===== config.mk =====
export PLATFORM = sky130hd
export DESIGN_NAME = registro_universal
export DESIGN_NICKNAME = d
export VERILOG_FILES = /design/src/rtl/registro_pkg.sv /design/src/rtl/registro_paso.sv /design/src/rtl/registro_universal.sv
export SDC_FILE = /design/constraint.sdc
export NUM_CORES = 1
export LEC_CHECK = 0
export CORE_MARGIN = 8
export CORE_UTILIZATION = 45
export CTS_CLUSTER_DIAMETER = 40
export CTS_CLUSTER_SIZE = 20
export DETAILED_ROUTE_END_ITERATION = 10
export GPL_TIMING_DRIVEN = 1
export PLACE_DENSITY = 0.72
export SETUP_SLACK_MARGIN = 0.3
export SLEW_MARGIN = 15
export SYNTH_ARGS = -nofsm -noshare
export SYNTH_HDL_FRONTEND = slang
export SYNTH_HIERARCHICAL = 1
export SYNTH_SLANG_ARGS = --single-unit

===== constraint.sdc =====
create_clock -name clk -period 3 [get_ports clk]
set_clock_uncertainty 0.2 [all_clocks]
set_input_delay 0.45 -clock clk [delete_from_list [all_inputs] [get_ports clk]]
set_output_delay 0.45 -clock clk [all_outputs]
set_load 0.1 [all_outputs]

===== src/rtl/registro_pkg.sv =====
// Shared constants and state encoding for the universal shift register family.
package registro_pkg;

  // Operation select encoding
  localparam logic [2:0] MODO_SHIFT  = 3'b000;
  localparam logic [2:0] MODO_ROT    = 3'b001;
  localparam logic [2:0] MODO_LOAD   = 3'b010;
  localparam logic [2:0] MODO_HOLD   = 3'b011;
  localparam logic [2:0] MODO_ASHIFT = 3'b100;

  // Shift direction
  localparam logic DIR_IZQ = 1'b0;  // towards MSB
  localparam logic DIR_DER = 1'b1;  // towards LSB

  // Burst controller states
  typedef enum logic [1:0] {
    StIdle = 2'd0,
    StRun  = 2'd1,
    StFin  = 2'd2
  } estado_e;

  // True for operations that move bits (and therefore update s_out)
  function automatic logic es_paso(input logic [2:0] op);
    return (op == MODO_SHIFT) || (op == MODO_ROT) || (op == MODO_ASHIFT);
  endfunction

endpackage


===== src/rtl/registro_paso.sv =====
// Combinational single-step next value of the universal shift register.
module registro_paso #(
  parameter int unsigned WIDTH = 4
) (
  input  logic [WIDTH-1:0] q_i,
  input  logic             dir_i,
  input  logic [2:0]       op_i,
  input  logic             s_in_i,
  input  logic [WIDTH-1:0] d_i,
  output logic [WIDTH-1:0] q_next_o,
  output logic             bit_out_o
);
  import registro_pkg::*;

  // Next value for one step of the selected operation
  always_comb begin
    q_next_o  = q_i;
    bit_out_o = (dir_i == DIR_DER) ? q_i[0] : q_i[WIDTH-1];
    case (op_i)
      MODO_SHIFT: begin
        if (dir_i == DIR_DER) q_next_o = {s_in_i, q_i[WIDTH-1:1]};
        else                  q_next_o = {q_i[WIDTH-2:0], s_in_i};
      end
      MODO_ROT: begin
        if (dir_i == DIR_DER) q_next_o = {q_i[0], q_i[WIDTH-1:1]};
        else                  q_next_o = {q_i[WIDTH-2:0], q_i[WIDTH-1]};
      end
      MODO_LOAD: q_next_o = d_i;
      MODO_ASHIFT: begin
        // Left arithmetic shift fills with zero; s_in is not used
        if (dir_i == DIR_DER) q_next_o = {q_i[WIDTH-1], q_i[WIDTH-1:1]};
        else                  q_next_o = {q_i[WIDTH-2:0], 1'b0};
      end
      default: q_next_o = q_i;
    endcase
  end

endmodule


===== src/rtl/registro_universal.sv =====
// WIDTH-bit universal shift register with free-run mode and counted bursts.
module registro_universal #(
  parameter int unsigned WIDTH = 4,
  parameter int unsigned CW    = 3
) (
  input  logic             clk,
  input  logic             rst_n,
  input  logic             enb,
  input  logic             dir,
  input  logic             s_in,
  input  logic [2:0]       modo,
  input  logic [WIDTH-1:0] d,
  input  logic             start,
  input  logic [CW-1:0]    cnt,
  output logic [WIDTH-1:0] q,
  output logic             s_out,
  output logic             busy,
  output logic             done
);
  import registro_pkg::*;

  estado_e          estado_q, estado_d;
  logic [WIDTH-1:0] q_q, q_d;
  logic             s_out_q, s_out_d;
  logic [2:0]       op_q, op_d;
  logic             dir_q, dir_d;
  logic [CW-1:0]    resto_q, resto_d;  // steps still to perform in the burst

  logic [2:0]       op_sel;
  logic             dir_sel;
  logic [WIDTH-1:0] q_paso;
  logic             bit_paso;

  // During a burst the step unit follows the latched command, otherwise live inputs
  always_comb begin
    op_sel  = (estado_q == StRun) ? op_q  : modo;
    dir_sel = (estado_q == StRun) ? dir_q : dir;
  end

  registro_paso #(
    .WIDTH (WIDTH)
  ) u_paso (
    .q_i       (q_q),
    .dir_i     (dir_sel),
    .op_i      (op_sel),
    .s_in_i    (s_in),
    .d_i       (d),
    .q_next_o  (q_paso),
    .bit_out_o (bit_paso)
  );

  // Next-state logic: free-run in idle, counted steps in run, one-cycle completion
  always_comb begin
    estado_d = estado_q;
    q_d      = q_q;
    s_out_d  = s_out_q;
    op_d     = op_q;
    dir_d    = dir_q;
    resto_d  = resto_q;
    if (enb) begin
      case (estado_q)
        StIdle: begin
          if (start) begin
            op_d    = modo;
            dir_d   = dir;
            resto_d = cnt;
            if (es_paso(modo) && (cnt != '0)) estado_d = StRun;
            else                               estado_d = StFin;
          end else begin
            q_d = q_paso;
            if (es_paso(modo)) s_out_d = bit_paso;
          end
        end
        StRun: begin
          q_d     = q_paso;
          s_out_d = bit_paso;
          resto_d = resto_q - CW'(1);
          if (resto_q == CW'(1)) estado_d = StFin;
        end
        StFin: begin
          estado_d = StIdle;
        end
        default: estado_d = StIdle;
      endcase
    end
  end

  // State register with asynchronous clear
  always_ff @(posedge clk or negedge rst_n) begin
    if (!rst_n) begin
      estado_q <= StIdle;
      q_q      <= '0;
      s_out_q  <= 1'b0;
      op_q     <= MODO_HOLD;
      dir_q    <= DIR_IZQ;
      resto_q  <= '0;
    end else begin
      estado_q <= estado_d;
      q_q      <= q_d;
      s_out_q  <= s_out_d;
      op_q     <= op_d;
      dir_q    <= dir_d;
      resto_q  <= resto_d;
    end
  end

  // Outputs decoded straight from registered state
  always_comb begin
    q     = q_q;
    s_out = s_out_q;
    busy  = (estado_q == StRun);
    done  = (estado_q == StFin);
  end

endmodule


# --- Word-level counts from Yosys, hierarchy flattened ---
# Index checks and enable logic that the tools add are counted.
totals:
  register_bits: 14
  input_bits: 16
  output_inout_bits: 7
  elab_cells: 50
op_classes:
  addsub: 1
  n_eq_ne: 12
  muxes: 18
  n_reduce_logical: 13
op_table:
  columns: ["op", "n"]
  rows:
  - ["$mux 4", 4]
  - ["$pmux 4 s4", 1]
  - ["$reduce_and 3->1", 4]
  - ["$eq 3x1->1 const B", 3]
  - ["$pmux 4 s2", 1]
  - ["$eq 3x3->1 const B", 2]
  - ["$logic_not 3->1", 2]
  - ["$mux 2", 3]
  - ["$mux 3", 2]
  - ["$ne 2x2->1 const B", 3]
  - ["$pmux 3 s2", 1]
  - ["$mux 1", 4]
  - ["$pmux 2 s2", 1]
  - ["$reduce_and 4->1", 1]
  - ["$eq 3x2->1 const B", 1]
  - ["$reduce_bool 3->1", 1]
  - ["$sub 3x1->3 const B", 1]
  - ["$eq 2x1->1 const B", 1]
  - ["$eq 2x2->1 const B", 1]
  - ["$logic_not 2->1", 1]
  - ["$logic_or 1x1->1", 2]
  - ["$ne 2x1->1 const B", 1]
  - ["$pmux 1 s2", 1]
  - ["$reduce_bool 2->1", 1]
  - ["$logic_and 1x1->1", 1]

# --- Depth between registers and ports, before layout ---
depth:
  word_depth: 7
  ltp_mapped: 10
  ltp_nobuf: 8

# --- Modules after synthesis ---
# The synthesis kept the hierarchy.
by_module_without_submodules:
  columns: ["module", "n_inst", "cells_per_inst", "area_each_um2", "seq_area_each_um2"]
  rows:
  - ["registro_universal", 1, 72, 818.3, 352.8]
  - ["registro_paso", 1, 37, 291.5, 0.0]

# --- Worst setup path before layout ---
# No wires, ideal clock.
synth_timing:
  kind: "register -> register"
  start: "register estado_q[0]"
  end: "register q_q[3] (netlist: q[3])"
  setup_time_ps: 126
  t_arrival_ps: 2426
  required_ps: 2674
  slack_ps: 248
  path_stages_with_launch: 11
  path_buffers: 2
  period_less_slack_ps: 2752
  cell_sequence: "dfrtp_1 > nand2b_1 > buf_2 > inv_1 > nand2_1 > nand2_1 > buf_6 > mux2_4 > a32oi_1 > a31oi_1 > mux2_2"
synth_via:
  elab_chain_cells: 6
  word_cells_on_any_way: 17
  cone_classes: "eq/ne (5); mux (8); reduce/logical (4)"
synth_lines:
  columns: ["element", "line_no", "text"]
  rows:
  - ["start, declared", "registro_universal.sv:22", "estado_e estado_q, estado_d;"]
  - ["start signal, assigned", "registro_universal.sv:91", "estado_q <= StIdle;"]
  - ["start signal, assigned", "registro_universal.sv:98", "estado_q <= estado_d;"]
  - ["$eq 2x1->1 *", null, null]
  - ["named net busy", "registro_universal.sv:17", "output logic busy,"]
  - ["$mux 1 *", "registro_universal.sv:37", "dir_sel = (estado_q == StRun) ? dir_q : dir;"]
  - ["named net dir_sel", "registro_universal.sv:30", "logic dir_sel;"]
  - ["$mux 4, on equally long branches", "registro_paso.sv:31, registro_paso.sv:21, registro_paso.sv:25", null]
  - ["$pmux 4 s4 *", "registro_paso.sv:19", "case (op_i)"]
  - ["named net q_paso[3]", "registro_universal.sv:31", "logic [WIDTH-1:0] q_paso;"]
  - ["$mux 4", "registro_universal.sv:63", "if (start) begin"]
  - ["$pmux 4 s2 *", "registro_universal.sv:61", "case (estado_q)"]
  - ["end signal, assigned", "registro_universal.sv:99", "q_q <= q_d;"]
  - ["end, declared", "registro_universal.sv:23", "logic [WIDTH-1:0] q_q, q_d;"]
# Mark *: on every way through the listed nets, which the timed path passes. The rest lies on a longest branch. The select of a mux whose other input is x is not followed.
# A chain may end at the register's enable or synchronous reset.

# --- Worst setup path after layout ---
layout_timing:
  start: "register estado_q[1]"
  end: "register q_q[0] (netlist: q[0])"
layout_via:
  elab_chain_cells: 6
  word_cells_on_any_way: 17
  cone_classes: "eq/ne (5); mux (8); reduce/logical (4)"
layout_lines:
  columns: ["element", "line_no"]
  rows:
  - ["$eq 2x1->1 *", "registro_universal.sv:37"]
  - ["$mux 1 *", "registro_universal.sv:37"]
  - ["named net dir_sel", "registro_universal.sv:30"]
  - ["$mux 4, on equally long branches", "registro_paso.sv:31, registro_paso.sv:21, registro_paso.sv:25"]
  - ["$pmux 4 s4 *", "registro_paso.sv:19"]
  - ["named net q_paso[0]", "registro_universal.sv:31"]
  - ["$mux 4", "registro_universal.sv:63"]
  - ["$pmux 4 s2 *", "registro_universal.sv:61"]
# Marked as above.

==> impl_metrics.toml <==
[timing]
slew_violations = 0
fin_tns_setup_ns = 0
rsz0062_at_grt = "false"
hold_viol_final = 0
setup_viol = 0
min_period_ns = 2.47
fin_crit_sh_pct = 82.4
maxSlewHeadroom_pct = 55.3
fmax_mhz = 405
worst_pin_slew_ns = 0.668

[cts]
cts_tree = "done"
ctsResizeCount = 0
ctsRootBufferMaster = "clkbuf_4"
cts_setup_buffers = 0
path_clk_slew_ns = 0.09
cts_max_level = 1
worst_skew_pair.late_latency_ns = 0.28
clk_path_buf_depth = 2
cts_made_buffers = 3
cts_hold_buf = 0
clock-sinks = 14

[power]
p_leak_nw = 0.578
internal_power_mw = 0.743
combPwrFrac_pct = 67.0
finalPower_mw = 1.53
pwr-share-clk_pct = 8.9
seq_power_share_pct = 24.0
powerDensity_nw_per_um2 = 1130
p_sw_share_pct = 51.4
p_switching_mw = 0.785
peakVddDrop_mv = 0.613

[grt]
grt_pass1_wl_mm = 4.44
grt_pass1_vias = 948
grt_overflow_total = 0
grtUsageTotal_pct = 12.9
antenna_found_initial = 0
grt_max_degree = 15

[yosys]
yosysWarningCount = 6
synth_area_per_cell_um2 = 10.2
ys_seq_area_share_pct = 31.8
synth.net_count = 127
synth_common_cells = "12 x dfrtp_1, 12 x nand2_1, 10 x mux2_2"
syn_inst = 109
synthArstFlopShare_pct = 100
synth_area_leaders = "dfrtp_1 27%, mux2_2 10%, dfstp_2 4.7%"
synth-seq-cells = 14
synth_edf_count = 0
synth_area_leader_cell = "dfrtp_1"
synthDistinctLibCells = 45
yosys.area.top_type_share_pct = 27.1
synth-main-ff-cell = "dfrtp_1"
synth_area_um2 = 1110

[finish]
multi_input_area_um2 = 687
syn2layout_area_growth_pct = 21.3
antennaDiodeCount = 0
nets = 149
drive_gt1_share_pct = 31.5
register_area_um2 = 353
nFillCells = 216

[worst_setup_path]
cp.arrival_ns = 2.44
critPathRequiredTime_ns = 2.97
slowest_delay_ns = 0.36
worstPathMaxFanout = 9
path_class = "reg2reg"
crit_path_start_kind = "register"
path_cells = "nand2b_1, clkinvlp_4, nand2_1, nand2_1, and2_2, o21ai_0, a41oi_1, mux2_2"
crit_slowest_cell = "nand2b_1"
end_kind = "register"
cp_common_cell = "nand2_1"

[floorplanning]
die_h_um = 65.7
io_pins = 23
rows = 18
start_util_pct = 46.1
die-width_um = 65.7
coreArea_um2 = 2410
dieArea_um2 = 4310

[outcome]
status = "finished, final reports clean"

[drt]
drc = 0
ant_nets = 0
drt_iter0_markers = 63
first_pass_iters = 4
avgViaCountPerCell = 5.66
num_vias = 906
routed_wl_mm = 2.48
wl_per_cell_um = 15.5

[placed_design]
dpl.hpwl_mm = 1.92
placement.io_buffers = 22
gp_congestion = 0.766

[worst_hold_path]
hold_path_class = "reg2reg"

[run]
maxCapViolations = 0
## registers in the layout, summed over array words and instances (netlist names)
name and flops:
q 4, op_q 3, resto_q 3, estado_q 2
dir_q 1, s_out 1
## area by class of cell
type                    instances  share of cell area, %
clock buffers                   4                   2.70
multi-input cells              85                   51.0
inverters                       3                   1.12
repair buffers                 24                   16.2
flip-flops and latches         14                   26.2
well taps                      30                   2.79
## worst max-delay path, delay by kind of cell (launching register included)
family                 cells  cell delay [ns]
multiplexers               1             0.28
AO/OA/AOI/OAI              2             0.34
AND/OR/NAND/NOR            4             0.97
flip-flops                 1             0.35
buffers and inverters      1             0.23
## path summary, 6_finish.rpt
| check | to | slack (ns) | cells past startpoint | start |
|---|---|---|---|---|
| max | q[0] | 0.53 | 8 | estado_q[1] |
| min | op_q[2] | 0.32 | 1 | op_q[2] |
| max reg2reg | q[0] | 0.53 | 8 | estado_q[1] |
| min reg2reg | op_q[2] | 0.32 | 1 | op_q[2] |
| max in group asynchronous | q[0] | 1.80 | 1 | rst_n |
| min in group asynchronous | resto_q[1] | 0.37 | 1 | rst_n |
## layer usage
layer	wire length (µm)	track usage, %	part of all wire, %	vias to the layer above
met3	135	3.40	5.4	0
met2	1250	21.6	50	28
met4	0	4.90	0	0
met1	1090	15.3	44	433
li1	-	-	-	445
met5	0	0	0	-
## through the flow
step	instances	setup slack [ns]	area [µm²]	utilization [%]	hold slack (ns)
final	160	0.528	1350	55.9	0.322
after global routing	160	0.309	1350	55.9	0.355
after CTS	160	0.523	1350	55.9	0.326
after detailed placement	156	0.517	1310	54.4	0.306
after global placement	156	0.548	1310	54.4	0.294
after floorplan	109	0.328	1110	-	-0.0456
## cell usage in the layout (no fill, tap or decap), types with 3 or more instances in the layout
cell	count
mux2_2	10
mux2i_1	3
o21ai_0	3
clkbuf_4	3
dfrtp_1	12
buf_4	9
a2bb2oi_1	4
nand2_1	12
clkdlybuf4s50_1	15
nor3_1	6
a21oi_1	4
## power groups by stage
stage | logic (mW) | registers [mW] | clock network, mW
detailed placement | 1.02 | 0.369 | 0
floorplan | 0.634 | 0.589 | 0
global placement | 1.00 | 0.368 | 0
finish | 1.02 | 0.367 | 0.136
CTS | 1.03 | 0.366 | 0.144
global route | 1.10 | 0.380 | 0.155
## logic make-up after synthesis
logic type	count (synthesis)	synth area share, %
AND/OR/NAND/NOR	41	24.6
AO/OA/AOI/OAI	23	15.7
multiplexers	17	17.6
flip-flops	14	31.8
buffers and inverters	10	6.31
adder cells (fa/ha/maj)	3	3.27
XOR/XNOR	1	0.789
Note: power is estimated with default switching activity, not from simulation.
